## config.mk

```make
export PLATFORM = sky130hd
export DESIGN_NAME = aes_spi_slave_flat
export DESIGN_NICKNAME = d
export VERILOG_FILES = /design/src/rtl/aes_spi_pkg.sv /design/src/rtl/aes_spi_slave_if.sv /design/src/rtl/spi_pin_sync.sv /design/src/rtl/aes_spi_slave.sv /design/src/flat_wrapper.sv
export SDC_FILE = /design/constraint.sdc
export NUM_CORES = 1
export LEC_CHECK = 0
export CAP_MARGIN = 15
export CORE_MARGIN = 5
export CORE_UTILIZATION = 55
export DETAILED_ROUTE_END_ITERATION = 8
export GPL_TIMING_DRIVEN = 1
export PLACE_DENSITY = 0.81
export SLEW_MARGIN = 10
export SYNTH_ARGS = -nofsm -noshare
export SYNTH_HDL_FRONTEND = slang
export SYNTH_SLANG_ARGS = --single-unit
```

## constraint.sdc

```tcl
create_clock -name clk -period 5.8 [get_ports clk]
set_clock_uncertainty 0.05 [all_clocks]
set_input_delay 1.45 -clock clk [delete_from_list [all_inputs] [get_ports clk]]
set_output_delay 1.45 -clock clk [all_outputs]
set_load 0.1 [all_outputs]
```

## src/rtl/aes_spi_pkg.sv

```systemverilog
// Shared types and constants for the AES SPI slave front-end.
package aes_spi_pkg;

    typedef enum logic [2:0] {IDLE, RX, REQ, WAIT, TXW, TX} state_t;

    localparam int DEF_DATA_W = 128;

    // An RX frame carries key followed by block.
    function automatic int rx_bits(input int w);
        return 2 * w;
    endfunction

    localparam int RX_BITS = rx_bits(DEF_DATA_W);

    localparam logic [7:0] STATUS_OK  = 8'hA5;
    localparam logic [7:0] STATUS_ERR = 8'h5A;

endpackage

```

## src/rtl/aes_spi_slave_if.sv

```systemverilog
// SPI pins plus AES core request/result handshakes for aes_spi_slave.
interface aes_spi_slave_if #(parameter int DATA_W = 128);

    logic              sclk, cs_n, mosi, miso;
    logic [DATA_W-1:0] core_key, core_din, res_data;
    logic              core_valid, core_ready;
    logic              res_valid, res_ready;
    logic              busy, done, err;

    modport slave (
        input  sclk, cs_n, mosi, core_ready, res_data, res_valid,
        output miso, core_key, core_din, core_valid, res_ready, busy, done, err
    );

    modport master (
        output sclk, cs_n, mosi, core_ready, res_data, res_valid,
        input  miso, core_key, core_din, core_valid, res_ready, busy, done, err
    );

endinterface

```

## src/rtl/spi_pin_sync.sv

```systemverilog
// Oversampling synchroniser for sclk/cs_n/mosi with edge detection.
// sclk edges are suppressed while the synchronised cs_n is high.
module spi_pin_sync #(
    parameter int SYNC_STAGES = 2
) (
    input  logic clk,
    input  logic reset,
    input  logic sclk,
    input  logic cs_n,
    input  logic mosi,
    output logic sclk_rise,
    output logic sclk_fall,
    output logic cs_fall,
    output logic cs_rise,
    output logic cs_s,
    output logic mosi_s
);

    logic [SYNC_STAGES-1:0] sclk_sr, cs_sr, mosi_sr;
    logic                   sclk_q, cs_q, sclk_s;

    // Synchroniser chains plus one delayed copy for edge detection.
    // cs_n resets high so leaving reset never looks like a frame start.
    always_ff @(posedge clk or negedge reset) begin
        if (!reset) begin
            sclk_sr <= '0;
            cs_sr   <= '1;
            mosi_sr <= '0;
            sclk_q  <= 1'b0;
            cs_q    <= 1'b1;
        end else begin
            sclk_sr <= {sclk_sr[SYNC_STAGES-2:0], sclk};
            cs_sr   <= {cs_sr[SYNC_STAGES-2:0], cs_n};
            mosi_sr <= {mosi_sr[SYNC_STAGES-2:0], mosi};
            sclk_q  <= sclk_sr[SYNC_STAGES-1];
            cs_q    <= cs_sr[SYNC_STAGES-1];
        end
    end

    assign sclk_s    = sclk_sr[SYNC_STAGES-1];
    assign cs_s      = cs_sr[SYNC_STAGES-1];
    assign mosi_s    = mosi_sr[SYNC_STAGES-1];
    assign sclk_rise =  sclk_s & ~sclk_q & ~cs_s;
    assign sclk_fall = ~sclk_s &  sclk_q & ~cs_s;
    assign cs_fall   = ~cs_s &  cs_q;
    assign cs_rise   =  cs_s & ~cs_q;

endmodule

```

## src/rtl/aes_spi_slave.sv

```systemverilog
// SPI slave front-end for the AES core: RX frame (key+block) -> core
// request -> result capture -> TX frame.
// Optional macro AES_SPI_STATUS_EN prefixes the TX frame with a status byte.
module aes_spi_slave
    import aes_spi_pkg::*;
#(
    parameter int DATA_W      = 128,
    parameter int SYNC_STAGES = 2
) (
    input  logic           clk,
    input  logic           reset,
    aes_spi_slave_if.slave bus
);

`ifdef AES_SPI_STATUS_EN
    localparam int TX_BITS = DATA_W + 8;
`else
    localparam int TX_BITS = DATA_W;
`endif
    localparam int            RXB    = rx_bits(DATA_W);
    localparam int            CW     = $clog2(RXB + 2);
    localparam logic [CW-1:0] RX_LEN = CW'(RXB);
    localparam logic [CW-1:0] TX_LEN = CW'(TX_BITS);

    state_t              state, state_n;
    logic [CW-1:0]       cnt, cnt_n;
    logic [RXB-1:0]      rx_sr, rx_n;
    logic [TX_BITS-1:0]  tx_sr, tx_n;
    logic [DATA_W-1:0]   key_q, key_n, din_q, din_n;
    logic                err_q, err_n, done_q, done_n;
    logic                sclk_rise, sclk_fall, cs_fall, cs_rise, cs_s, mosi_s;

    spi_pin_sync #(.SYNC_STAGES(SYNC_STAGES)) u_sync (
        .clk       (clk),
        .reset     (reset),
        .sclk      (bus.sclk),
        .cs_n      (bus.cs_n),
        .mosi      (bus.mosi),
        .sclk_rise (sclk_rise),
        .sclk_fall (sclk_fall),
        .cs_fall   (cs_fall),
        .cs_rise   (cs_rise),
        .cs_s      (cs_s),
        .mosi_s    (mosi_s)
    );

    // State and datapath registers.
    always_ff @(posedge clk or negedge reset) begin
        if (!reset) begin
            state  <= IDLE;
            cnt    <= '0;
            rx_sr  <= '0;
            tx_sr  <= '0;
            key_q  <= '0;
            din_q  <= '0;
            err_q  <= 1'b0;
            done_q <= 1'b0;
        end else begin
            state  <= state_n;
            cnt    <= cnt_n;
            rx_sr  <= rx_n;
            tx_sr  <= tx_n;
            key_q  <= key_n;
            din_q  <= din_n;
            err_q  <= err_n;
            done_q <= done_n;
        end
    end

    // Next-state and datapath updates; cs_n edges take priority over sclk.
    always_comb begin
        state_n = state;
        cnt_n   = cnt;
        rx_n    = rx_sr;
        tx_n    = tx_sr;
        key_n   = key_q;
        din_n   = din_q;
        err_n   = err_q;
        done_n  = 1'b0;
        case (state)
            IDLE: if (cs_fall) begin
                state_n = RX;
                cnt_n   = '0;
                err_n   = 1'b0;
            end
            RX: begin
                if (cs_rise) begin
                    if (cnt == RX_LEN) begin
                        state_n = REQ;
                        key_n   = rx_sr[RXB-1:DATA_W];
                        din_n   = rx_sr[DATA_W-1:0];
                    end else begin
                        state_n = IDLE;
                        err_n   = 1'b1;
                    end
                end else if (sclk_rise) begin
                    // An extra bit aborts the frame; the rest of it is ignored in IDLE.
                    if (cnt == RX_LEN) begin
                        state_n = IDLE;
                        err_n   = 1'b1;
                    end else begin
                        rx_n  = {rx_sr[RXB-2:0], mosi_s};
                        cnt_n = cnt + CW'(1);
                    end
                end
            end
            REQ: if (bus.core_ready) state_n = WAIT;
            WAIT: if (bus.res_valid) begin
                state_n = TXW;
`ifdef AES_SPI_STATUS_EN
                tx_n = {(err_q ? STATUS_ERR : STATUS_OK), bus.res_data};
`else
                tx_n = bus.res_data;
`endif
            end
            TXW: if (cs_fall) begin
                state_n = TX;
                cnt_n   = '0;
            end
            TX: begin
                if (cs_rise) begin
                    state_n = IDLE;
                    if (cnt == TX_LEN) done_n = 1'b1;
                    else               err_n  = 1'b1;
                end else if (sclk_fall) begin
                    tx_n = {tx_sr[TX_BITS-2:0], 1'b0};
                    if (cnt != '1) cnt_n = cnt + CW'(1);
                end
            end
            default: state_n = IDLE;
        endcase
    end

    // MSB goes out in the very cycle the TX frame start is detected.
    assign bus.miso       = ((state == TX && !cs_s) || (state == TXW && cs_fall))
                            ? tx_sr[TX_BITS-1] : 1'b0;
    assign bus.core_valid = (state == REQ);
    assign bus.res_ready  = (state == WAIT);
    assign bus.busy       = (state != IDLE);
    assign bus.done       = done_q;
    assign bus.err        = err_q;
    assign bus.core_key   = key_q;
    assign bus.core_din   = din_q;

endmodule

```

## src/flat_wrapper.sv

```systemverilog
// flat-port wrapper written by rule: the top's interface ports become plain ports
module aes_spi_slave_flat import aes_spi_pkg::*;
#(
    parameter int DATA_W      = 128,
    parameter int SYNC_STAGES = 2
)
  (clk, reset, bus_sclk, bus_cs_n, bus_mosi, bus_core_ready, bus_res_data, bus_res_valid, bus_miso, bus_core_key, bus_core_din, bus_core_valid, bus_res_ready, bus_busy, bus_done, bus_err);
  aes_spi_slave_if #(.DATA_W(DATA_W)) bus_i ();
  input  logic clk;
  input  logic reset;
  input wire logic [$bits(bus_i.sclk)-1:0] bus_sclk;
  input wire logic [$bits(bus_i.cs_n)-1:0] bus_cs_n;
  input wire logic [$bits(bus_i.mosi)-1:0] bus_mosi;
  input wire logic [$bits(bus_i.core_ready)-1:0] bus_core_ready;
  input wire logic [$bits(bus_i.res_data)-1:0] bus_res_data;
  input wire logic [$bits(bus_i.res_valid)-1:0] bus_res_valid;
  output wire logic [$bits(bus_i.miso)-1:0] bus_miso;
  output wire logic [$bits(bus_i.core_key)-1:0] bus_core_key;
  output wire logic [$bits(bus_i.core_din)-1:0] bus_core_din;
  output wire logic [$bits(bus_i.core_valid)-1:0] bus_core_valid;
  output wire logic [$bits(bus_i.res_ready)-1:0] bus_res_ready;
  output wire logic [$bits(bus_i.busy)-1:0] bus_busy;
  output wire logic [$bits(bus_i.done)-1:0] bus_done;
  output wire logic [$bits(bus_i.err)-1:0] bus_err;
  assign bus_i.sclk = bus_sclk;
  assign bus_i.cs_n = bus_cs_n;
  assign bus_i.mosi = bus_mosi;
  assign bus_i.core_ready = bus_core_ready;
  assign bus_i.res_data = bus_res_data;
  assign bus_i.res_valid = bus_res_valid;
  assign bus_miso = bus_i.miso;
  assign bus_core_key = bus_i.core_key;
  assign bus_core_din = bus_i.core_din;
  assign bus_core_valid = bus_i.core_valid;
  assign bus_res_ready = bus_i.res_ready;
  assign bus_busy = bus_i.busy;
  assign bus_done = bus_i.done;
  assign bus_err = bus_i.err;
  aes_spi_slave #(.DATA_W(DATA_W), .SYNC_STAGES(SYNC_STAGES)) u_core (.clk(clk), .reset(reset), .bus(bus_i));
endmodule
```

# Word level (Yosys, flattened, before mapping)
# Cells that the tools add are included.
# W data, S select, Z words.
[totals]
out_inout_bits = 262
register_bits = 662
word_cells = 100
[classes]
reduce_logical = 16
eq_ne = 24
muxes = 34
addsub = 1
bitwise = 12
[op_table]
columns = ["cell", "count"]
rows = [
  ["$mux W128", 3],
  ["$pmux W128 S2", 1],
  ["$mux W9", 7],
  ["$pmux W9 S3", 1],
  ["$mux W3", 8],
  ["$pmux W3 S6", 1],
  ["$ne A2 B1 Y1 const B", 7],
  ["$reduce_and A7 Y1", 2],
  ["$ne A2 B2 Y1 const B", 6],
  ["$mux W1", 11],
  ["$add A9 B1 Y9 const B", 1],
  ["$eq A9 B8 Y1 const B", 1],
  ["$eq A9 B9 Y1 const B", 1],
  ["$ne A9 B9 Y1 const B", 1],
  ["$reduce_bool A3 Y1", 3],
  ["$reduce_and A4 Y1", 2],
  ["$reduce_and A8 Y1", 1],
  ["$and A1 B1 Y1", 6],
  ["$eq A3 B2 Y1 const B", 2],
  ["$eq A3 B3 Y1 const B", 2],
  ["$ne A3 B1 Y1 const B", 2],
  ["$not A1 Y1", 6],
  ["$eq A3 B1 Y1 const B", 1],
  ["$logic_not A3 Y1", 1],
  ["9 further kinds", 10],
]

# Logic depth before layout (Yosys ltp)
# Gate-level depths: netlist (run 1).
[logic_depth]
ltp_word = 6
depth_mapped = 11
ltp_nobuf = 10

# By module
# From an unflattened synthesis (run 1), not the netlist that was laid out.
[hier_totals]
cells_unflattened = 1759
hier_area_um2 = 26785.7
[modules_own_cells]
columns = ["module", "cells_each", "n_inst", "area_each_um2"]
rows = [
  ["aes_spi_slave", 1747, 1, 26554.2],
  ["spi_pin_sync", 12, 1, 231.5],
]

# Worst setup path after synthesis (run 1)
# No wires, ideal clock.
[synth_path]
path_type = "register -> output"
start = "reg u_core.state[0]"
end = "out bus_miso"
t_arrival_ns = 3.676
path_stages_with_launch = 5
required_time_ns = 4.300
setup_slack_ns = 0.624
path_cell_list = "dfrtp_1 -> buf_2 -> clkbuf_1 -> nor2_1 -> nor4bb_1"
[synth_via]
elab_chain_cells = 4
elab_cells_between_ends = 6
[synth_rtl]
columns = ["element", "line_no", "source"]
rows = [
  ["start, declared", "aes_spi_slave.sv:25", "state_t state, state_n;"],
  ["start signal, assigned", "aes_spi_slave.sv:59", "state <= state_n;"],
  ["$eq A3 B3 Y1", "aes_spi_slave.sv:135", "assign bus.miso = ((state == TX && !cs_s) || (state == TXW && cs_fall))"],
  ["$logic_and A1 B1 Y1", "aes_spi_slave.sv:135", ""],
  ["$logic_or A1 B1 Y1 *", "aes_spi_slave.sv:135", ""],
  ["$mux W1 *", "aes_spi_slave.sv:136", "? tx_sr[TX_BITS-1] : 1'b0;"],
  ["end, declared", "flat_wrapper.sv:17", "output wire logic [$bits(bus_i.miso)-1:0] bus_miso;"],
]
# Mark *: on every way between the ends. The rest lies on a longest branch, timed or not.

# Worst setup path after layout (run 1)
[layout_path]
start = "reg u_core.state[1]"
end = "out bus_miso"
# The elaborated chain is that of the path after synthesis.

==> flow_summary_export.csv, run 1 <==
group,metric,value,unit
routing,drtAntennaViolNets,0,
floorplanning,die_h,232,um
critical_path,cp_slowest_cell,"clkdlybuf4s50_1",
critical_path,required,4.30,ns
power_and_ir_drop,pwr-share-seq,0.492,
critical_path,reg2reg_to,"u_core.bus.core_din[111]$_DFFE_PN0P_",
clocking,postCtsSetupBuffers,0,
finish,syn_to_final_growth,24.1,%
synth,yosys-mux-area-fraction,0.293,
synth,yosys.area_share.simple,0.0303,
synth,syn-mean-instance-area,15.4,um^2
grt,antenna_found_initial,1,
power_and_ir_drop,p_int,0.00743,W
synth,yosys-top-cells-area,"dfrtp_1 61%, mux2_4 13%, mux2_2 12%, mux2i_1 4.7%, o21ai_0 2.6%",
timing,finalSetupTns,0,ns
critical_path,path_cells,"nor2b_1 > nor4bb_1 > clkdlybuf4s50_1",
critical_path,r2r_cells,4,
job,drv_cap,0,
timing,max_freq,0.229,GHz
finish,nFillCells,3213,
critical_path,critPathLaunchType,"register",
placement,dpl.hpwl,36800,um
critical_path,crit_fanout,12,
synth,synth_top_family_by_area,"multiplexers",
synth,seq_area_frac_synth,0.613,
synth,yosys.cell_types.count,39,
routing,totalWireLength,55700,um
timing,max_slew_margin,0.202,
synth,synthXorXnorAreaFrac,0,
finish,drive_gt1_frac,0.300,
floorplanning,coreArea,48700,um^2
synth,yosys_register_bits,662,
grt,grt_pass1_wl,90000,um
synth,synthFlopType,"dfrtp_1",
synth,ys_warn_count,0,
timing,finalCritPeriodShare,0.753,
critical_path,crit_arrival,2.87,ns
floorplanning,row_count,81,
grt,grt_max_degree,171,
power_and_ir_drop,p_comb_frac,0.055,
placement,gp_congestion,0.835,
critical_path,crit_end,"bus_miso",
timing,hold_ws,0.302,ns
power_and_ir_drop,leakage,17.4,nW
clocking,post_cts_resized,0,
routing,dr.pass1.iters,5,
critical_path,reg2reg_from,"u_core.state[0]$_DFFE_PN0P_",
synth,syn_nets,1898,
clocking,cts.path.max_buffers,3,
power_and_ir_drop,peakVddDrop,236,uV
floorplanning,io_pins,397,
synth,yosys.area.top_type,"dfrtp_1",
routing,dr_total_vias,15200,
clocking,numCtsBuffers,69,
placement,port_buffers,396,
finish,antenna_cells,0,
routing,drc,0,
clocking,cts_tree,"done",
timing,min_period,4.37,ns
clocking,cts_root_buffer,"clkbuf_16",
critical_path,worst-setup-path-type,"register to output port",
timing,setup_viol,0,
power_and_ir_drop,pwr-share-clk,0.454,
power_and_ir_drop,switching_power,0.00213,W
finish,num-nets-final,2279,
routing,drt-initial-drc-count,1059,
grt,grt_usage,0.207,
floorplanning,die_width,232,um
critical_path,worstSetupEndpointType,"output port",
synth,yosys-top-cells-count,"659 x dfrtp_1, 284 x mux2_2, 229 x mux2_4",
grt,grt_pass1_vias,16200,
synth,yosysMostFrequentCell,"dfrtp_1",
synth,synth-async-reset-ratio,1.00,
critical_path,startpoint,"u_core.state[1]$_DFFE_PN0P_",
floorplanning,start_util,0.554,
grt,grt_overflow_total,0,
routing,wire_per_inst,19.5,um
clocking,cts_sinks,662,
run_status,status,"finished clean",
synth,syn_inst,1760,
timing,rsz0062_at_grt,"false",
floorplanning,die_area,53700,um^2
synth,synth-compound-area-share,0.0309,
power_and_ir_drop,p_per_area,285,nW/um^2
clocking,h-tree-depth,3,
synth,synthAdderAreaFrac,0.00139,
clocking,hold_buffers,0,
timing,tightest_slew,1.20,ns
synth,netlist.area_leader.share,0.610,
synth,syn-cell-area,27000,um^2
clocking,clk_latency,0.59,ns
power_and_ir_drop,sw_frac_of_total,0.223,
timing,maxSlewViolCount,0,
min_path,min_path_type,"register to register",
critical_path,r2r_setup_slack,2.31,ns
routing,vias_per_cell,5.32,
clocking,clk_pin_slew,0.06,ns
synth,synth-edff-count,0,
timing,hold_violations,0,
critical_path,cpPeakStageDelay,1.20,ns
cells by family (layout without fill, tap and decap cells):
| group | Yosys count | in the layout |
|---|---|---|
| flops | 662 | 662 |
| simple gates | 186 | 186 |
| compound gates | 159 | 159 |
| mux | 640 | 640 |
| fa+ha+maj | 3 | 3 |
| buf+inv | 110 | 540 |
worst min-delay path by stage:
stage	startpoint	endpoint	slack, ns	depth (start not counted)
2_1_floorplan	u_core.u_sync.mosi_sr[0]$_DFF_PN0_	u_core.u_sync.mosi_sr[1]$_DFF_PN0_	0.28	0
3_3_place_gp	u_core.u_sync.sclk_sr[0]$_DFF_PN0_	u_core.u_sync.sclk_sr[1]$_DFF_PN0_	0.29	0
3_5_place_dp	u_core.u_sync.mosi_sr[0]$_DFF_PN0_	u_core.u_sync.mosi_sr[1]$_DFF_PN0_	0.29	0
4_1_cts	u_core.u_sync.mosi_sr[0]$_DFF_PN0_	u_core.u_sync.mosi_sr[1]$_DFF_PN0_	0.31	0
5_1_grt	u_core.u_sync.mosi_sr[0]$_DFF_PN0_	u_core.u_sync.mosi_sr[1]$_DFF_PN0_	0.31	0
6_report	u_core.u_sync.sclk_sr[0]$_DFF_PN0_	u_core.u_sync.sclk_sr[1]$_DFF_PN0_	0.30	0
final cells by class:
cell class,instances,area (um^2),share of cell area
flip-flops and latches,662,16600,0.494
inverters,5,18.8,0.000560
multi-input cells,988,9610,0.287
clock inverters,23,181,0.00541
well taps,664,831,0.0248
clock buffers,97,2080,0.0620
repair buffers,415,4220,0.126
metrics by stage:
step                power [W]  setup WS [ns]   util  std cells  cell area (um^2)
global route          0.00991           1.35  0.688       2854             33500
finish                0.00956           1.43  0.688       2854             33500
CTS                   0.00968           1.40  0.688       2854             33500
detailed placement    0.00531           2.10  0.641       2734             31300
global placement      0.00530           2.15  0.641       2734             31300
floorplan             0.00505          0.624      -       1760             27000
per-layer routing:
layer / track usage / wire length [um] / vias up
met1: 0.277 / 23800 / 7794
met2: 0.333 / 26700 / 370
li1: - / - / 6935
met5: 0 / 7 / -
met3: 0.0711 / 4310 / 69
met4: 0.0462 / 963 / 2
cells in the final DEF (no fill, tap or decap), drive strengths merged, types with 8 or more instances in the layout:
cell type      count
clkdlybuf4s50    395
dfrtp            659
inv                8
mux2             513
mux2i            127
clkbuf            97
nand2            140
buf               20
clkinv            16
nor2              10
o21ai            142
power groups by stage:
stage          Sequential (W)  Clock (W)  Combinational (W)
3_3_place_gp          0.00478          0           0.000516
3_5_place_dp          0.00478          0           0.000528
4_1_cts               0.00470    0.00444           0.000532
5_1_grt               0.00470    0.00463           0.000573
6_report              0.00470    0.00434           0.000523
2_1_floorplan         0.00479          0           0.000263
flip-flops by register name, summed over array words and instances (netlist names):
name                   cells
u_core.cnt                 9
u_core.u_sync.mosi_sr      2
u_core.bus.core_key      128
u_core.tx_sr             128
u_core.rx_sr             256
u_core.u_sync.sclk_q       1
u_core.state               3
u_core.u_sync.cs_sr        2
u_core.bus.done            1
u_core.u_sync.sclk_sr      2
u_core.bus.core_din      128
u_core.u_sync.cs_q         1
u_core.bus.err             1
worst max-delay path, delay by kind of cell, from the launching register on:
kind,cells,cell delay (ns)
DFF,1,0.49
buffers and inverters,1,1.20
and+or+nand+nor,2,0.58
Power figures use the tool's default switching activity.
==> run 2, diff against run 1 <==
CORE_UTILIZATION = 54   (was 55)
PLACE_DENSITY = 0.79   (was 0.81)
clock period = 4.5 ns   (was 5.8 ns; I/O delays follow)
==> run 2 against run 1 <==
Against the previous run:
- global-route usage is essentially flat
- first-iteration DRC count decreased by 29%
- hold slack got worse by 0.00063 ns
- utilization down 1.1 points
- routed wire length grew 0.92%
- non-clock buffer count up 16
- count of clock-buffer cells in the layout fell by 3
- register-to-register slack got worse by 1.0 ns
- sequential power up 29%
- die area rose by 1.8%
==> flow_summary_export.csv, run 2 (same netlist as run 1, synthesis figures left out) <==
group,metric,value,unit
timing,maxSlewViolCount,0,
timing,min_period,3.98,ns
min_path,min_path_type,"register to register",
routing,vias_per_cell,5.29,
clocking,cts_tree,"done",
power_and_ir_drop,switching_power,0.00270,W
clocking,cts.path.max_buffers,3,
finish,num-nets-final,2295,
routing,dr_total_vias,15200,
placement,place_ws,1.14,ns
grt,grt_max_degree,107,
routing,totalWireLength,56200,um
finish,stdcell_area,33700,um^2
timing,fin_ws,0.523,ns
timing,setup_viol,0,
clocking,clk_pin_slew,0.06,ns
finish,stdcell_count,2873,
run_status,status,"finished clean",
floorplanning,die_h,234,um
critical_path,worstSetupEndpointType,"output port",
timing,rsz0062_at_grt,"false",
clocking,h-tree-depth,3,
timing,tightest_slew,1.08,ns
finish,drive_gt1_frac,0.303,
placement,dpl.hpwl,38300,um
finish,max_flop_register,"u_core.rx_sr",
routing,drtAntennaViolNets,0,
finish,nFillCells,3386,
critical_path,worst-setup-path-type,"register to output port",
critical_path,crit_end,"bus_busy",
power_and_ir_drop,p_per_area,368,nW/um^2
clocking,hold_buffers,0,
floorplanning,row_count,82,
critical_path,r2r_setup_slack,1.28,ns
routing,drc,0,
critical_path,cp_slowest_cell,"clkdlybuf4s50_1",
power_and_ir_drop,leakage,17.5,nW
timing,max_freq,0.251,GHz
critical_path,crit_family,"buffers and inverters",
critical_path,required,3.32,ns
floorplanning,io_pins,397,
grt,grt_pass1_vias,16300,
floorplanning,die_area,54600,um^2
critical_path,reg2reg_to,"u_core.bus.core_key[60]$_DFFE_PN0P_",
placement,gp_congestion,0.853,
power_and_ir_drop,pwr-share-seq,0.488,
finish,layout_common_cells,"659 x dfrtp_1, 394 x clkdlybuf4s50_1, 284 x mux2_2",
critical_path,crit_arrival,2.80,ns
clocking,numCtsBuffers,69,
routing,drt-initial-drc-count,753,
power_and_ir_drop,sw_frac_of_total,0.217,
grt,antenna_found_initial,4,
critical_path,cpPeakStageDelay,0.99,ns
clocking,cts_sinks,662,
power_and_ir_drop,p_comb_frac,0.056,
routing,wire_per_inst,19.6,um
finish,syn_to_final_growth,24.8,%
placement,port_buffers,396,
power_and_ir_drop,pwr-share-clk,0.456,
clocking,postCtsSetupBuffers,0,
clocking,post_cts_resized,0,
floorplanning,start_util,0.542,
floorplanning,coreArea,49900,um^2
clocking,clk_latency,0.58,ns
power_and_ir_drop,p_int,0.00971,W
placement,dp_cells,2758,
critical_path,critPathLaunchType,"register",
critical_path,r2r_cells,4,
grt,grt_usage,0.207,
job,drv_cap,0,
clocking,cts_root_buffer,"clkbuf_16",
finish,layout_commonest_cell,"dfrtp_1",
grt,grt_pass1_wl,90300,um
critical_path,path_cells,"nor2_1 > nand2_1 > clkdlybuf4s50_1",
grt,grt_overflow_total,0,
critical_path,critPathBufInv,1,
critical_path,crit_fanout,17,
timing,hold_violations,0,
power_and_ir_drop,peakVddDrop,268,uV
finish,fin_util,0.676,
routing,dr.pass1.iters,6,
floorplanning,die_width,234,um
timing,max_slew_margin,0.278,
critical_path,startpoint,"u_core.state[0]$_DFFE_PN0P_",
finish,largest_reg_flops,256,
timing,finalCritPeriodShare,0.884,
placement,placed_cell_area,31500,um^2
critical_path,reg2reg_from,"u_core.state[0]$_DFFE_PN0P_",
timing,finalSetupTns,0,ns
critical_path,cp_num_cells,3,
[run 2: cell count changes in the layout (fill, tap and decap cells not counted), sizes merged]
cell | before | now
clkbuf | 97 | 94
clkinvlp | 3 | 2
diode | 0 | 1
inv | 8 | 9
clkinv | 16 | 8
bufinv | 1 | 6
clkdlybuf4s50 | 395 | 394
buf | 20 | 37
[run 2: area by class of cell]
| cell class | instances | area [um^2] | area share |
|---|---|---|---|
| flip-flops and latches | 662 | 16600 | 0.491 |
| multi-input cells | 988 | 9620 | 0.285 |
| repair buffers | 431 | 4430 | 0.131 |
| clock buffers | 94 | 1970 | 0.0585 |
| well taps | 672 | 841 | 0.0249 |
| clock inverters | 20 | 270 | 0.00801 |
| inverters | 5 | 18.8 | 0.000557 |
| diodes | 1 | 2.50 | 0.0000742 |
[run 2: through the flow]
stage / hold WS, ns / power, W
finish: 0.302 / 0.0124
global placement: 0.286 / 0.00685
floorplan: 0.281 / 0.00651
global route: 0.310 / 0.0128
CTS: 0.308 / 0.0126
detailed placement: 0.286 / 0.00687
[run 2: worst min path at each step]
stage | start | end | slack [ns] | cells after the start
6_report | u_core.u_sync.sclk_sr[0]$_DFF_PN0_ | u_core.u_sync.sclk_sr[1]$_DFF_PN0_ | 0.30 | 0
5_1_grt | u_core.u_sync.sclk_sr[0]$_DFF_PN0_ | u_core.u_sync.sclk_sr[1]$_DFF_PN0_ | 0.31 | 0
4_1_cts | u_core.u_sync.sclk_sr[0]$_DFF_PN0_ | u_core.u_sync.sclk_sr[1]$_DFF_PN0_ | 0.31 | 0
3_5_place_dp | u_core.u_sync.mosi_sr[0]$_DFF_PN0_ | u_core.u_sync.mosi_sr[1]$_DFF_PN0_ | 0.29 | 0
3_3_place_gp | u_core.u_sync.sclk_sr[0]$_DFF_PN0_ | u_core.u_sync.sclk_sr[1]$_DFF_PN0_ | 0.29 | 0
2_1_floorplan | u_core.u_sync.mosi_sr[0]$_DFF_PN0_ | u_core.u_sync.mosi_sr[1]$_DFF_PN0_ | 0.28 | 0
[run 2: power by group through the flow]
stage	Combinational [W]	Sequential [W]	Clock (W)
2_1_floorplan	0.000339	0.00617	0
3_3_place_gp	0.000690	0.00616	0
3_5_place_dp	0.000706	0.00616	0
4_1_cts	0.000709	0.00605	0.00579
5_1_grt	0.000765	0.00606	0.00602
6_report	0.000698	0.00605	0.00565
[run 2: layer usage]
metal,up-vias,part of all wire,track usage
li1,6988,-,-
met5,-,0.00073,0
met4,6,0.019,0.0496
met3,83,0.078,0.0726
met2,394,0.49,0.336
met1,7734,0.41,0.269
